$ cat src/rtl/rv_pkg.sv
// Shared definitions for the integer register-file writeback slice.
//   - load funct3 encodings (LB/LH/LW/LBU/LHU)
//   - NREG: number of architectural integer registers
//   - reg_idx_t / word_t: register index and data word types
package rv_pkg;

  localparam int unsigned ADDR_W = 5;
  localparam int unsigned XLEN   = 32;
  localparam int unsigned NREG   = 1 << ADDR_W;

  typedef logic [ADDR_W-1:0] reg_idx_t;
  typedef logic [XLEN-1:0]   word_t;

  typedef enum logic [2:0] {
    F3_LB  = 3'b000,
    F3_LH  = 3'b001,
    F3_LW  = 3'b010,
    F3_LBU = 3'b100,
    F3_LHU = 3'b101
  } load_f3_e;

endpackage

$ cat src/rtl/load_ext.sv
// Load data alignment and sign/zero extension (combinational).
// Ports:
//   rdata  in  32  raw aligned memory word
//   funct3 in  3   load type (unknown encodings behave as LW)
//   off    in  2   byte offset within the word
//   ext    out 32  value to write to the register file
// Misaligned halfword offsets are not trapped; bits above the word read as zero.
module load_ext
  import rv_pkg::*;
(
  input  word_t       rdata,
  input  logic [2:0]  funct3,
  input  logic [1:0]  off,
  output word_t       ext
);

  word_t shifted;

  assign shifted = rdata >> {off, 3'b000};

  always_comb begin
    ext = rdata;
    case (funct3)
      F3_LB:   ext = {{24{shifted[7]}}, shifted[7:0]};
      F3_LBU:  ext = {24'h0, shifted[7:0]};
      F3_LH:   ext = {{16{shifted[15]}}, shifted[15:0]};
      F3_LHU:  ext = {16'h0, shifted[15:0]};
      default: ext = rdata;
    endcase
  end

endmodule

$ cat src/rtl/regfile_wb_arbiter.sv
// Writer side of the integer register file.
//   - Fixed-priority arbitration of LSU load results over ALU results into
//     the single RF write port, registered (one cycle latency).
//   - Per-register pending-write counters: issue increments, RF write
//     decrements; decode queries them for RAW hazards (busy1/busy2).
// Ports:
//   clk, rst                      clock, async active-high reset
//   iss_valid/iss_rd/iss_ready    destination registration from issue
//   alu_valid/alu_rd/alu_data/alu_ready            ALU result channel
//   lsu_valid/lsu_rd/lsu_rdata/lsu_funct3/lsu_off/lsu_ready  load channel
//   rf_we/rf_waddr/rf_wdata       register file write port
//   qaddr1/2 -> busy1/2           hazard queries
//   fwd1/2_valid, fwd1/2_data     bypass of the write in flight
// Optional feature macro: REGFILE_WB_BYPASS_EN (forwarding of the rf_we
// cycle's data; tied to zero when undefined).
module regfile_wb_arbiter
  import rv_pkg::*;
#(
  parameter int unsigned ADDR_WIDTH = 5,
  parameter int unsigned DATA_WIDTH = 32,
  parameter int unsigned CNT_WIDTH  = 2
) (
  input  logic                  clk,
  input  logic                  rst,
  input  logic                  iss_valid,
  input  logic [ADDR_WIDTH-1:0] iss_rd,
  output logic                  iss_ready,
  input  logic                  alu_valid,
  input  logic [ADDR_WIDTH-1:0] alu_rd,
  input  logic [DATA_WIDTH-1:0] alu_data,
  output logic                  alu_ready,
  input  logic                  lsu_valid,
  input  logic [ADDR_WIDTH-1:0] lsu_rd,
  input  logic [DATA_WIDTH-1:0] lsu_rdata,
  input  logic [2:0]            lsu_funct3,
  input  logic [1:0]            lsu_off,
  output logic                  lsu_ready,
  output logic                  rf_we,
  output logic [ADDR_WIDTH-1:0] rf_waddr,
  output logic [DATA_WIDTH-1:0] rf_wdata,
  input  logic [ADDR_WIDTH-1:0] qaddr1,
  input  logic [ADDR_WIDTH-1:0] qaddr2,
  output logic                  busy1,
  output logic                  busy2,
  output logic                  fwd1_valid,
  output logic                  fwd2_valid,
  output logic [DATA_WIDTH-1:0] fwd1_data,
  output logic [DATA_WIDTH-1:0] fwd2_data
);

  localparam int unsigned          NR      = 1 << ADDR_WIDTH;
  localparam logic [CNT_WIDTH-1:0] CNT_MAX = '1;

  logic                  rf_we_q, rf_we_d;
  logic [ADDR_WIDTH-1:0] rf_waddr_q, rf_waddr_d;
  logic [DATA_WIDTH-1:0] rf_wdata_q, rf_wdata_d;
  logic [CNT_WIDTH-1:0]  cnt_q [NR];
  logic [CNT_WIDTH-1:0]  cnt_d [NR];
  word_t                 ld_data;
  logic                  iss_fire;

  load_ext u_load_ext (
    .rdata  (word_t'(lsu_rdata)),
    .funct3 (lsu_funct3),
    .off    (lsu_off),
    .ext    (ld_data)
  );

  assign lsu_ready = 1'b1;
  assign alu_ready = !lsu_valid;

  // A saturated counter can still accept an issue when its own write
  // retires this cycle: the two events cancel in the counter update.
  assign iss_ready = (iss_rd == '0) || (cnt_q[iss_rd] != CNT_MAX) ||
                     (rf_we_q && (rf_waddr_q == iss_rd));
  assign iss_fire  = iss_valid && iss_ready && (iss_rd != '0);

  // Address/data only move on a real write, so they hold otherwise.
  always_comb begin
    rf_we_d    = 1'b0;
    rf_waddr_d = rf_waddr_q;
    rf_wdata_d = rf_wdata_q;
    if (lsu_valid) begin
      if (lsu_rd != '0) begin
        rf_we_d    = 1'b1;
        rf_waddr_d = lsu_rd;
        rf_wdata_d = DATA_WIDTH'(ld_data);
      end
    end else if (alu_valid && (alu_rd != '0)) begin
      rf_we_d    = 1'b1;
      rf_waddr_d = alu_rd;
      rf_wdata_d = alu_data;
    end
  end

  always_comb begin
    cnt_d    = cnt_q;
    cnt_d[0] = '0;
    for (int unsigned i = 1; i < NR; i++) begin : g_cnt
      logic inc, dec;
      inc = iss_fire && (iss_rd == ADDR_WIDTH'(i));
      dec = rf_we_q && (rf_waddr_q == ADDR_WIDTH'(i));
      if (inc && !dec)
        cnt_d[i] = cnt_q[i] + 1'b1;
      else if (dec && !inc && (cnt_q[i] != '0))
        cnt_d[i] = cnt_q[i] - 1'b1;
    end
  end

  always_ff @(posedge clk or posedge rst) begin
    if (rst) begin
      rf_we_q    <= 1'b0;
      rf_waddr_q <= '0;
      rf_wdata_q <= '0;
      for (int unsigned i = 0; i < NR; i++) cnt_q[i] <= '0;
    end else begin
      rf_we_q    <= rf_we_d;
      rf_waddr_q <= rf_waddr_d;
      rf_wdata_q <= rf_wdata_d;
      cnt_q      <= cnt_d;
    end
  end

  // A retiring write with no pending registration is a protocol error.
  always_ff @(posedge clk) begin
    if (!rst && rf_we_q) assert (cnt_q[rf_waddr_q] != '0);
  end

  assign rf_we    = rf_we_q;
  assign rf_waddr = rf_waddr_q;
  assign rf_wdata = rf_wdata_q;

`ifdef REGFILE_WB_BYPASS_EN
  assign fwd1_valid = rf_we_q && (rf_waddr_q == qaddr1) && (qaddr1 != '0);
  assign fwd2_valid = rf_we_q && (rf_waddr_q == qaddr2) && (qaddr2 != '0);
  assign fwd1_data  = rf_wdata_q;
  assign fwd2_data  = rf_wdata_q;
  // The retiring write is forwarded, so it no longer counts as pending.
  assign busy1 = (cnt_q[qaddr1] - CNT_WIDTH'(fwd1_valid)) != '0;
  assign busy2 = (cnt_q[qaddr2] - CNT_WIDTH'(fwd2_valid)) != '0;
`else
  assign fwd1_valid = 1'b0;
  assign fwd2_valid = 1'b0;
  assign fwd1_data  = '0;
  assign fwd2_data  = '0;
  assign busy1 = cnt_q[qaddr1] != '0;
  assign busy2 = cnt_q[qaddr2] != '0;
`endif

endmodule

$ cat config.mk
export PLATFORM = sky130hd
export DESIGN_NAME = regfile_wb_arbiter
export DESIGN_NICKNAME = d
export VERILOG_FILES = /design/src/rtl/rv_pkg.sv /design/src/rtl/load_ext.sv /design/src/rtl/regfile_wb_arbiter.sv
export SDC_FILE = /design/constraint.sdc
export NUM_CORES = 1
export LEC_CHECK = 0
export ABC_AREA = 0
export BUFFER_PORTS_ARGS = -buffer_cell sky130_fd_sc_hd__buf_4
export CORE_MARGIN = 5
export CORE_UTILIZATION = 40
export DETAILED_ROUTE_END_ITERATION = 6
export GPL_TIMING_DRIVEN = 0
export HOLD_SLACK_MARGIN = 0.12
export SLEW_MARGIN = 20
export SYNTH_ARGS = -nofsm -noshare
export SYNTH_HDL_FRONTEND = slang
export SYNTH_SLANG_ARGS = --single-unit
export TNS_END_PERCENT = 50
$ cat constraint.sdc
create_clock -name clk -period 5.81 [get_ports clk]
set_input_delay 0.2905 -clock clk [delete_from_list [all_inputs] [get_ports clk]]
set_output_delay 0.2905 -clock clk [all_outputs]
set_load 0.1 [all_outputs]
# Word level (Yosys, flattened, before mapping)
# Cells that the tools add are included.
# Widths: inputs -> output; s select.
totals:
  out_inout_bits: 109
  elab_cells: 547
  regBits: 100
classes:
  eq_ne: 68
  addsub: 62
  n_lt_le_gt_ge: 3
  reduce_logical: 295
  mux: 81
  n_bitwise: 3
  n_shift: 1
ops:
  columns: ["op", "n"]
  rows:
  - ["$eq 5x5->1 const B", 32]
  - ["$logic_and 1x1->1", 159]
  - ["$mux 2", 68]
  - ["$reduce_bool 2->1", 65]
  - ["$pmux 32 s4", 1]
  - ["$mux 32", 3]
  - ["$eq 5x4->1 const B", 16]
  - ["$logic_not 1->1", 63]
  - ["$add 2x1->2 const B", 31]
  - ["$sub 2x1->2 const B", 31]
  - ["$eq 5x3->1 const B", 8]
  - ["$shr 32x5->16", 1]
  - ["$bmux 2 s5", 3]
  - ["$eq 5x2->1 const B", 4]
  - ["$ge 6x6->1 const B", 3]
  - ["$not 5->6", 3]
  - ["$mux 5", 3]
  - ["$reduce_bool 5->1", 3]
  - ["$eq 5x1->1 const B", 2]
  - ["$eq 3x3->1 const B", 2]
  - ["$eq 5x5->1", 1]
  - ["$logic_not 5->1", 1]
  - ["$eq 3x1->1 const B", 1]
  - ["$logic_not 3->1", 1]
  - ["5 further kinds", 8]

# Depth between registers and ports, before layout
depth:
  depth_word: 15
  ltp_mapped: 9
  depth_no_buf: 6

# Hierarchy
# Synthesis repeated with hierarchy kept, for this count alone.
unflattened:
  hier_cells: 927
  area_unflattened_um2: 8013.9
modules_own_cells:
  columns: ["mod", "cells_each", "instances", "seq_area_each_um2", "area_per_inst_um2"]
  rows:
  - ["regfile_wb_arbiter", 816, 1, 2502.4, 7298.2]
  - ["load_ext", 111, 1, 0.0, 715.7]

# Worst setup path after synthesis
# OpenSTA, ideal clock, no wires.
synth_path:
  kind: "input to output"
  from: "input qaddr2[2]"
  to: "output busy2"
  stages: 4
  arrival_ns: 3.122
  path_slack_ns: 2.398
  required_ns: 5.520
  path_cell_list: "clkbuf_1 > mux4_2 > mux4_2 > a21oi_1"
synth_between:
  elab_chain_len: 5
synth_lines:
  columns: ["element", "line", "rtl"]
  rows:
  - ["from (decl)", "regfile_wb_arbiter.sv:42", "input logic [ADDR_WIDTH-1:0] qaddr2,"]
  - ["$not 5->6 (not written as such)", "regfile_wb_arbiter.sv:147", "assign busy2 = cnt_q[qaddr2] != '0;"]
  - ["$bmux 2 s5", "regfile_wb_arbiter.sv:147", null]
  - ["$mux 2 (not written as such) (2 in a row)", "regfile_wb_arbiter.sv:147", null]
  - ["$reduce_bool 2->1", "regfile_wb_arbiter.sv:147", null]
  - ["to (decl)", "regfile_wb_arbiter.sv:44", "output logic busy2,"]
# No other way between the ends. The select of a mux whose other input is x is not followed.

# Worst setup path in the final report
layout_path:
  from: "register cnt_q[48] in the netlist's numbering"
  to: "output iss_ready"
layout_between:
  elab_chain_len: 6
layout_lines:
  columns: ["element", "line", "rtl"]
  rows:
  - ["from (decl)", "regfile_wb_arbiter.sv:57", "logic [CNT_WIDTH-1:0] cnt_q [NR];"]
  - ["from (signal assigned)", "regfile_wb_arbiter.sv:120", "cnt_q <= cnt_d;"]
  - ["$bmux 2 s5", "regfile_wb_arbiter.sv:74", "assign iss_ready = (iss_rd == '0) || (cnt_q[iss_rd] != CNT_MAX) ||"]
  - ["$mux 2 (not written as such) (2 in a row)", "regfile_wb_arbiter.sv:74", null]
  - ["$ne 2x2->1", "regfile_wb_arbiter.sv:74", null]
  - ["$logic_or 1x1->1 (2 in a row)", "regfile_wb_arbiter.sv:74", null]
  - ["to (decl)", "regfile_wb_arbiter.sv:27", "output logic iss_ready,"]
# No other way between the ends. The select of a mux whose other input is x is not followed.

==> results.md <==
- Num CTS Buffers: 9
- Clk buf depth: 2
- First-pass GRT wire length: 41,300 µm
- Port bufs: approximately 130
- Core ar.: 20,000 µm²
- Die height: 152 µm
- Seq cells post-synth: 100
- Status: finished clean
- Area of the multi-input gates: 4970 µm²
- Wire per inst: ~18 µm
- Leak: 4.23 nW
- Fillers: about 2,000
- Post-synth cell types: 67
- Largest family of logic cells by synthesized area: compound AO/OA/AOI/OAI gates
- Mux contribution to synthesized area: about 9.2%
- EDFF count, synth: 0
- Simple-gate share of the synthesized area: 19.4%
- Ant diodes: 0
- Crit-path cells: mux2_1 -> a32o_1 -> or3_4 -> o21ai_0 -> mux2i_1 -> nand2_1 -> buf_4
- Layout area overhead: 23.8%
- Buf/Inv on CP: 1
- GP Congestion: 0.906
- P_sw: 1.40 mW
- Cell Area, Synth: 8060 µm²
- Vias per inst: 5.47
- Reg area: 2500 µm²
- Synth Area in Compound Gates: 26.9%
- Largest net degree at the start of global routing: 65
- Largest stage delay, worst path: 440 ps
- Post-DP HPWL: 20,800 µm
- Layout cells sized above 1: 26.4%
- Worst skew pair latency: 370 ps
- Fmax: 338 MHz
- Initial drt markers: 520
- Synth Area in XOR/XNOR: 3.04%
- Crit path time final: 2960 ps
- Combinational fraction of design power: around 46%
- Vias: 7,901
- Setup violators final: 0
- Maximum vdd drop: 0.000169 V
- Clock Skew: 13.7 ps
- Worst Path Arrival: 2670 ps
- Crit Path Category: reg2out
- Switching share of power: 47.3%
- Htree depth: 3
- Clk sinks: 100
- CP max-delay cell: dfrtp_1
- Top_reg_cell synth: dfrtp_1
- Final Net Count: 1,268
- Sequential Power Share: 33.9%
- Seq/Total Area, Yosys: 31.0%
- Period utilization: approximately 51%
- Post_cts resized: 0
- Initial Utilization: 40.2%
- DRT antenna net count: 0
- Critical path endpoint category: output pin
- Clock root cell: clkbuf_16
- Post-Synth Adder-Cell Area: 0%
- Critical Path RT: ~5500 ps
- Syn Inst Count: about 960
- Tightest Hold Check Type: in2reg
- CP top delay family: simple AND/OR/NAND/NOR gates
- Asr flop ratio synth: 100%
- Total grt overflow: 0
- Internal Power: 1.56 mW
- Max Cap Viol: 0
- Die width: ~150 µm
- Gr usage total: 22.2%
- Setup_tns: 0 ps
- Crit path launch type: register
- Pins over their slew limit: 0
- PD cells: 297 nW/µm²
- Final Hold Fails: 0
- Final setup margin: 2850 ps
- First-pass DRT Iterations: 5
- Row count: 52
- RSZ-0062 raised after global routing: no
- Residual DRC count: 0
- Worst-path maximum fanout: 6
- Antenna violations before repair: 0
- Synth Warn #: 0
- Worst-Margin Slew: 778 ps
- Pre-CTS WS: 3150 ps
- CTS clk-pin slew, worst paths: ~90 ps
- Clock power share: 20.6%
- Mean Syn Cell Area: 8.41 µm²
- Number of global-route vias before repair: between 7,000 and 8,000
- CTS tree: yes
- Die ar.: 23,100 µm²
- Total I/O pin count: 208
- WL final: 26,500 µm
- Relative slew slack: ~48%
[per-layer routing]
| metal | GRT usage, % | vias up | part of all wire [%] | routed length, µm |
|---|---|---|---|---|
| met1 | 29.7 | 3698 | 42 | 11100 |
| met5 | 0 | - | 0 | 0 |
| li1 | - | 3790 | - | - |
| met4 | 6.59 | 0 | 2.2 | 588 |
| met2 | 35.1 | 362 | 47 | 12400 |
| met3 | 6.29 | 51 | 8.9 | 2370 |
[cells by family (layout without fill, tap and decap cells)]
kind of cell / Yosys count / in the layout
mux: 49 / 49
other cells: 2 / 67
compound gates: 324 / 324
simple gates: 320 / 320
xor+xnor: 28 / 28
flops: 100 / 100
buf+inv: 135 / 286
[power groups by stage]
stage	clock (mW)	sequential (mW)	combinational, mW
floorplan	0	1.21	0.798
global placement	0	1.00	1.33
detailed placement	0	1.01	1.34
CTS	0.622	0.999	1.34
global route	0.653	1.03	1.43
finish	0.610	1.00	1.35
[registers in the layout, summed over array words and instances, names as in the netlist]
register / cells
rf_waddr: 5
rf_wdata: 32
cnt_q: 62
rf_we: 1
[synth_stat cells, types with 5 or more instances]
cell,n,area share [%]
and3_1,13,1.0
a211oi_1,12,1.1
o31ai_2,6,0.93
o21ai_1,5,0.31
nand2b_1,15,1.2
o21a_1,10,0.93
a2111oi_0,7,0.76
nand3b_1,7,0.65
o21bai_1,5,0.47
xnor2_1,23,2.5
a21boi_0,8,0.75
mux4_2,19,5.3
a22oi_1,22,2.0
mux2_2,7,0.98
nand3_1,20,1.2
nor2_1,79,3.7
dfrtp_1,100,31
or3b_2,9,0.98
nor3_1,47,2.9
clkbuf_1,31,1.4
mux2i_1,20,2.5
a211oi_2,21,3.3
a21oi_1,96,6.0
xor2_1,5,0.54
a21o_1,17,1.6
o21ai_0,84,5.2
buf_4,72,6.7
nor2b_1,12,0.93
nor3b_1,7,0.65
buf_2,10,0.62
buf_6,5,0.70
a2bb2oi_1,9,0.98
inv_1,12,0.56
nand2_1,90,4.2
[cells in the final DEF, fill, tap and decap left out, types with 11 or more instances in the layout]
cell and instances:
a211oi_1 12, a211oi_2 21, a21o_1 17, a21oi_1 96
a22oi_1 22, and3_1 13, buf_4 205, clkbuf_1 31
conb_1 67, dfrtp_1 100, inv_1 11, mux2i_1 20
mux4_2 19, nand2_1 90, nand2b_1 15, nand3_1 20
nor2_1 79, nor2b_1 12, nor3_1 47, o21ai_0 84
xnor2_1 23
[worst paths after layout]
check / startpoint / to / slack, ps / depth (start not counted)
worst min-delay path: alu_data[24] / rf_wdata[24]$_DFFE_PP0P_ / 210 / 3
worst min register to register: rf_wdata[15]$_DFFE_PP0P_ / rf_wdata[15]$_DFFE_PP0P_ / 490 / 2
worst max-delay path: cnt_q[48]$_DFFE_PP0P_ / iss_ready / 2850 / 7
worst max register to register: rf_waddr[1]$_DFFE_PP0P_ / cnt_q[10]$_DFFE_PP0P_ / 3340 / 8
max in group asynchronous: rst / cnt_q[45]$_DFFE_PP0P_ / 4700 / 4
min in group asynchronous: rst / cnt_q[0]$_DFFE_PP0P_ / 460 / 3
[final cells by class]
| type | instances | area share (%) |
|---|---|---|
| Clock inverter | 7 | 0.665 |
| Multi-Input combinational cell | 788 | 49.9 |
| Sequential cell | 100 | 25.1 |
| Tap cell | 270 | 3.39 |
| Buffer | 122 | 7.80 |
| Clock buffer | 9 | 2.26 |
| Inverter | 13 | 0.539 |
| Timing Repair Buffer | 135 | 10.4 |
[metrics by stage]
step	hold WS, ps	power, mW	cell area (µm²)	cells	utilization [%]
2_1_floorplan	472	2.01	8300	1023	-
3_3_place_gp	466	2.33	9640	1426	48.1
3_5_place_dp	322	2.35	9670	1427	48.3
4_1_cts	206	2.96	9970	1444	49.8
5_1_grt	220	3.11	9970	1444	49.8
6_report	209	2.96	9970	1444	49.8
[worst reg2reg max path, stage by stage (launching register included)]
cell	delay, ps
dfrtp_1	360
clkbuf_1	320
xor2_1	130
nor4_2	330
nand3_2	220
buf_2	270
a2111oi_1	490
nor2_1	80
a22oi_1	170
[what timing repair did]
| action | 4_1_cts | 5_1_grt |
|---|---|---|
| hold endpoints to repair | 36 | 0 |
| buffers inserted | 0 | 0 |
| hold buffers | 1 | 0 |
No activity file was read; power rests on OpenSTA's default activity.
